`src/rtl/cordic_job_ctrl.sv`:
```
// Job sequencer in front of the CORDIC core: accepts one request at a time,
// folds circular-rotation angles into the core's convergence range, and drives
// the core with a settle window before start.
// After the core finishes, it applies the quadrant sign fix and returns the
// result through a valid/ready port. A timeout guards against a core that
// never raises done.
module cordic_job_ctrl #(
  parameter int              DW      = 64,
  parameter int              IW      = 6,
  parameter int              SETTLE  = 2,
  parameter int              TIMEOUT = 96,
  parameter logic [DW-1:0]   HALF_PI = 64'h6487ED5110B4611A,
  parameter logic [DW-1:0]   PI      = 64'hC90FDAA22168C235
) (
  input  logic          clk,
  input  logic          rst_n,
  input  logic          req_valid,
  output logic          req_ready,
  input  logic [2:0]    req_op,
  input  logic [DW-1:0] req_z,
  input  logic [DW-1:0] req_x,
  input  logic [DW-1:0] req_y,
  input  logic [IW-1:0] req_iters,
  output logic          calc_start,
  output logic [2:0]    calc_mode,
  output logic [DW-1:0] calc_z,
  output logic [DW-1:0] calc_xx,
  output logic [DW-1:0] calc_yy,
  output logic [IW-1:0] calc_dur,
  input  logic [DW-1:0] calc_xo,
  input  logic [DW-1:0] calc_yo,
  input  logic [DW-1:0] calc_zo,
  input  logic          calc_done,
  output logic          res_valid,
  input  logic          res_ready,
  output logic [DW-1:0] res_x,
  output logic [DW-1:0] res_y,
  output logic [DW-1:0] res_z,
  output logic          res_err
);

  typedef enum logic [1:0] {ST_IDLE, ST_LOAD, ST_RUN, ST_OUT} state_t;

  localparam int CW = $clog2(TIMEOUT + SETTLE + 1);
  localparam logic [CW-1:0] SETTLE_LAST  = CW'(SETTLE - 1);
  localparam logic [CW-1:0] TIMEOUT_LAST = CW'(TIMEOUT - 1);

  // Angles are compared and adjusted one bit wider so the +/-PI step cannot
  // overflow before the result is known to fit back into DW bits.
  localparam logic signed [DW:0] HALF_PI_E = {1'b0, HALF_PI};
  localparam logic signed [DW:0] PI_E      = {1'b0, PI};

  state_t        state;
  logic [CW-1:0] cnt;
  logic          flip;
  logic          op_bad;

  logic signed [DW:0] z_ext;
  logic [DW-1:0]      z_fold;
  logic               fold_flip;
  logic               op_legal;

  // The controller is only open for a new job while idle and out of reset.
  assign req_ready = rst_n && (state == ST_IDLE);

  // Decode the op and fold circular-rotation angles beyond +/-pi/2 by one
  // half turn; the result sign is corrected after the core run.
  always_comb begin
    // NOTE: every output of a combinational block gets a default before any
    // branch, otherwise an unassigned path infers a latch.
    z_ext     = {req_z[DW-1], req_z};
    z_fold    = req_z;
    fold_flip = 1'b0;
    op_legal  = (req_op == 3'b000) || (req_op == 3'b001) ||
                (req_op == 3'b100) || (req_op == 3'b101);
    if (req_op == 3'b000) begin
      if (z_ext > HALF_PI_E) begin
        z_fold    = DW'(z_ext - PI_E);
        fold_flip = 1'b1;
      end else if (z_ext < -HALF_PI_E) begin
        z_fold    = DW'(z_ext + PI_E);
        fold_flip = 1'b1;
      end
    end
  end

  // Job sequencer: accept, settle operands, run the core, hold the result.
  always_ff @(posedge clk) begin
    // NOTE: reset is sampled on the clock edge here, so it belongs inside the
    // clocked block rather than in the sensitivity list.
    if (!rst_n) begin
      state      <= ST_IDLE;
      cnt        <= '0;
      flip       <= 1'b0;
      op_bad     <= 1'b0;
      calc_start <= 1'b0;
      calc_mode  <= '0;
      calc_z     <= '0;
      calc_xx    <= '0;
      calc_yy    <= '0;
      calc_dur   <= '0;
      res_valid  <= 1'b0;
      res_err    <= 1'b0;
      res_x      <= '0;
      res_y      <= '0;
      res_z      <= '0;
    end else begin
      // NOTE: state registers use non-blocking assignments so every branch
      // sees the pre-edge values regardless of statement order.
      case (state)
        ST_IDLE: begin
          if (req_valid) begin
            calc_mode <= req_op;
            calc_z    <= z_fold;
            calc_xx   <= req_x;
            calc_yy   <= req_y;
            calc_dur  <= req_iters;
            flip      <= fold_flip;
            op_bad    <= !op_legal;
            cnt       <= '0;
            state     <= ST_LOAD;
          end
        end
        ST_LOAD: begin
          if (op_bad) begin
            // Illegal op: the core is never started.
            res_x     <= '0;
            res_y     <= '0;
            res_z     <= '0;
            res_err   <= 1'b1;
            res_valid <= 1'b1;
            state     <= ST_OUT;
          end else if (cnt == SETTLE_LAST) begin
            cnt        <= '0;
            calc_start <= 1'b1;
            state      <= ST_RUN;
          end else begin
            cnt <= cnt + 1'b1;
          end
        end
        ST_RUN: begin
          if (calc_done) begin
            res_x      <= flip ? -calc_xo : calc_xo;
            res_y      <= flip ? -calc_yo : calc_yo;
            res_z      <= calc_zo;
            res_err    <= 1'b0;
            res_valid  <= 1'b1;
            calc_start <= 1'b0;
            state      <= ST_OUT;
          end else if (cnt == TIMEOUT_LAST) begin
            res_x      <= '0;
            res_y      <= '0;
            res_z      <= '0;
            res_err    <= 1'b1;
            res_valid  <= 1'b1;
            calc_start <= 1'b0;
            state      <= ST_OUT;
          end else begin
            cnt <= cnt + 1'b1;
          end
        end
        ST_OUT: begin
          if (res_ready) begin
            res_valid <= 1'b0;
            state     <= ST_IDLE;
          end
        end
        default: state <= ST_IDLE;
      endcase
    end
  end

endmodule

```
`config.mk`:
```
export PLATFORM = sky130hd
export DESIGN_NAME = cordic_job_ctrl
export DESIGN_NICKNAME = d
export VERILOG_FILES = /design/src/rtl/cordic_job_ctrl.sv
export SDC_FILE = /design/constraint.sdc
export NUM_CORES = 1
export LEC_CHECK = 0
export CAP_MARGIN = 20
export CORE_AREA = 3 3 309 311
export CTS_CLUSTER_DIAMETER = 80
export CTS_CLUSTER_SIZE = 16
export DETAILED_ROUTE_END_ITERATION = 16
export DIE_AREA = 0 0 312 314
export HOLD_SLACK_MARGIN = 0.03
export PLACE_DENSITY_LB_ADDON = 0.1
export SYNTH_ARGS = -nofsm -noshare
export SYNTH_HDL_FRONTEND = slang
export SYNTH_SLANG_ARGS = --single-unit
```
`constraint.sdc`:
```
create_clock -name clk -period 4.1 [get_ports clk]
set_input_delay 0.82 -clock clk [delete_from_list [all_inputs] [get_ports clk]]
set_output_delay 0.82 -clock clk [all_outputs]
set_load 0.01 [all_outputs]
```
==> impl_results.md <==
- Run status: completed
- Postcts setup bufs: 0
- Die area: 98000 um^2
- Vias per cell: 4.92
- CP required: 4.59 ns
- Final Hold Vio Count: 0
- Tot GR Track Use: 21.4%
- Slew headroom: 39.2%
- I/O Pins: 795
- Distinct cell type count after synthesis: 87
- Num rows: 112
- Root buffer cell: clkbuf_16
- Non-Filler Instances: 4796
- CP Class: primary input to flop
- Via count: 23600
- Maxcap violations: 0
- Fmax: 0.269 GHz
- Drt initial violations: 1554
- Hold_buf cts: 0
- Share of layout cells above drive strength 1: 9.95%
- Register bit total from synthesis: 407
- PwrDens: 422 nW/um^2
- Initial antenna violation count: 9
- DRT antenna net count: 0
- Sequential share of the synthesized area: 39.6%
- Clk slew on worst S/H paths: 0.07 ns
- Worst r2r src: cnt[0]
- CTS resizes: 0
- Hold Crit Start: calc_xx[46]
- Mapped Cells: 2654
- Synth Net Count: 3065
- Synth async-reset ratio: 0%
- Worst skew pair latency: 0.57 ns
- Worst Setup End Kind: flop
- Gpl congestion: 0.909
- # fillers: 9819
- Top-area cell type share of the netlist area: 39.6%
- Unrepaired setup endpoints after global routing: no
- Placed wire-length estimate: 86000 um
- Area contributors post-synth: dfxtp_1 40%, nand2_1 8.8%, a21oi_1 5.2%, a22oi_1 5.2%, nor2_1 4.4%
- Synth Cell Area: 20600 um^2
- Dominant synthesized flop cell: dfxtp_1
- Placed instance count: 4723
- Gr ovfl total: 0
- Final min period: 3.72 ns
- Die Ht: 314 um
- Worst Path Max Fanout: 5
- Worst hold slack: 0.453 ns
- Final period utilization: 90.8%
- Post-route DRC: 0
- CTS H-tree depth: 2
- Largest net degree at the start of global routing: 182
- Slew Limit Fails: 0
- Final setup vio count: 0
- Area leader, netlist: dfxtp_1
- Most frequent cells after synthesis: 482 x nand2_1, 407 x dfxtp_1, 242 x nor2_1
- Number of global-route vias before repair: 23300
- Initial Util: 22.1%
- Post-synth EDFFs: 0
- Nets@finish: 3922
- IO buf count: 794
- CTS tree: yes
- Max VDD drop: 0.322 mV
- Final core utilization: 35.0%
- Slew @ Worst Pin: 0.889 ns
- Critical path data arrival time: 4.21 ns
- Die width: 312 um
- Synthesis Warnings: 0
- Setup crit start: req_z[12]
- Num CTS Buffers: 40
- Core Box Area: 93000 um^2
- Clk_skew: 0.0227 ns
- Pre-Repair DR Iteration Count: 6
- Final wirelength: 111000 um
- Clk sinks: 407
- Area Overhead vs Synth: 58.5%
- Most common cell in the netlist: nand2_1
- Max Buffers Root-to-Sink: 3
- Leakage power: 11.4 nW
- Critical Path Start Type: primary input
- Mean area per synthesized cell: 7.75 um^2
- Drt wl/cell: 23.2 um
- Hold WC Path Type: flop to flop
- First-pass GRT wire length: 161000 um
==> per-stage QoR <==
stage          TNS (ns)  total power [W]  area [um^2]  setup slack (ns)
3_3_place_gp      -1.01          0.00991        31200            -0.242
4_1_cts               0           0.0140        32600             0.466
2_1_floorplan         0          0.00711        20600             0.668
6_report              0           0.0138        32600             0.379
3_5_place_dp     -0.937          0.00993        31200            -0.156
5_1_grt               0           0.0145        32600             0.143
==> power breakdown <==
group	switching, W	internal [W]
Combinational	0.00272	0.00214
Sequential	0.000370	0.00455
Clock	0.00186	0.00211
Total	0.00495	0.00881
==> sequential cells by signal, indices dropped and copies added (netlist names), 6 cells and up <==
| name | count |
|---|---|
| cnt | 7 |
| res_z | 64 |
| calc_z | 64 |
| calc_xx | 64 |
| res_y | 64 |
| res_x | 64 |
| calc_yy | 64 |
| calc_dur | 6 |
==> cell families after synthesis <==
group                      synth area share (%)
muxes                                     0.408
DFF                                        39.6
AOI/OAI and AO/OA                          23.9
xor gates and xnor gates                   6.73
adders and majority gates                 0.791
buffers and inverters                      4.58
and+or+nand+nor                            24.0
==> cell type report <==
class | count | area (um^2) | share of cell area (%)
tap | 1254 | 1570 | 4.81
clock buffer | 46 | 1110 | 3.39
inverter | 28 | 113 | 0.346
clock inverter | 22 | 253 | 0.776
sequential | 407 | 8150 | 25.0
timing repair buffer | 1031 | 9870 | 30.3
multi-input combinational | 2003 | 11500 | 35.3
antenna | 5 | 12.5 | 0.0384
==> placed cells by master (no fill, tap or decap), drive strengths merged, types with 8 or more instances in the layout <==
| master | Yosys | layout |
|---|---|---|
| clkdlybuf4s50 | 0 | 793 |
| nand2 | 482 | 482 |
| dfxtp | 407 | 407 |
| nor2 | 242 | 242 |
| buf | 18 | 238 |
| a21oi | 216 | 216 |
| o21ai | 156 | 156 |
| a22oi | 142 | 142 |
| xnor2 | 91 | 91 |
| xor2 | 67 | 67 |
| nand3 | 62 | 62 |
| nor3 | 51 | 51 |
| clkbuf | 198 | 46 |
| o31ai | 45 | 45 |
| or3 | 44 | 44 |
| inv | 28 | 35 |
| nand4 | 30 | 30 |
| nor4 | 27 | 27 |
| o41ai | 23 | 23 |
| and3 | 20 | 20 |
| or4 | 20 | 20 |
| a311oi | 18 | 18 |
| a211oi | 17 | 17 |
| a31oi | 16 | 16 |
| o211ai | 15 | 15 |
| and2 | 15 | 15 |
| nand2b | 13 | 13 |
| ha | 13 | 13 |
| nand4b | 12 | 12 |
| a32oi | 12 | 12 |
| or2 | 11 | 11 |
| nor2b | 10 | 10 |
| clkinv | 0 | 10 |
| o21a | 9 | 9 |
| o22ai | 9 | 9 |
| a21o | 9 | 9 |
| nand3b | 8 | 8 |
==> layer usage <==
metal / global-route usage, % / vias to the layer above / share of wire [%]
met5: 0 / - / 0.040
met1: 26.0 / 11400 / 41
li1: - / 11200 / -
met3: 5.34 / 119 / 7.2
met4: 4.42 / 6 / 2.0
met2: 38.0 / 879 / 49
==> path summary, 6_finish.rpt <==
check	cells after the start	end	slack, ns
max	12	calc_z[54]	0.38
min	2	calc_xx[46]	0.45
max reg2reg	10	res_x[63]	1.59
min reg2reg	2	calc_xx[46]	0.45
==> worst max-delay path, cell delays in order <==
cell and delay, ns:
clkdlybuf4s50_1 0.41, buf_4 0.17, buf_4 0.15, nor4_2 0.40, o221ai_1 0.25, o21ai_0 0.46, a31oi_1 0.33, o21a_1 0.31
a2111oi_0 0.43, buf_4 0.19, nor3_1 0.04, o31ai_1 0.23
No activity file was read; power rests on OpenSTA's default activity.
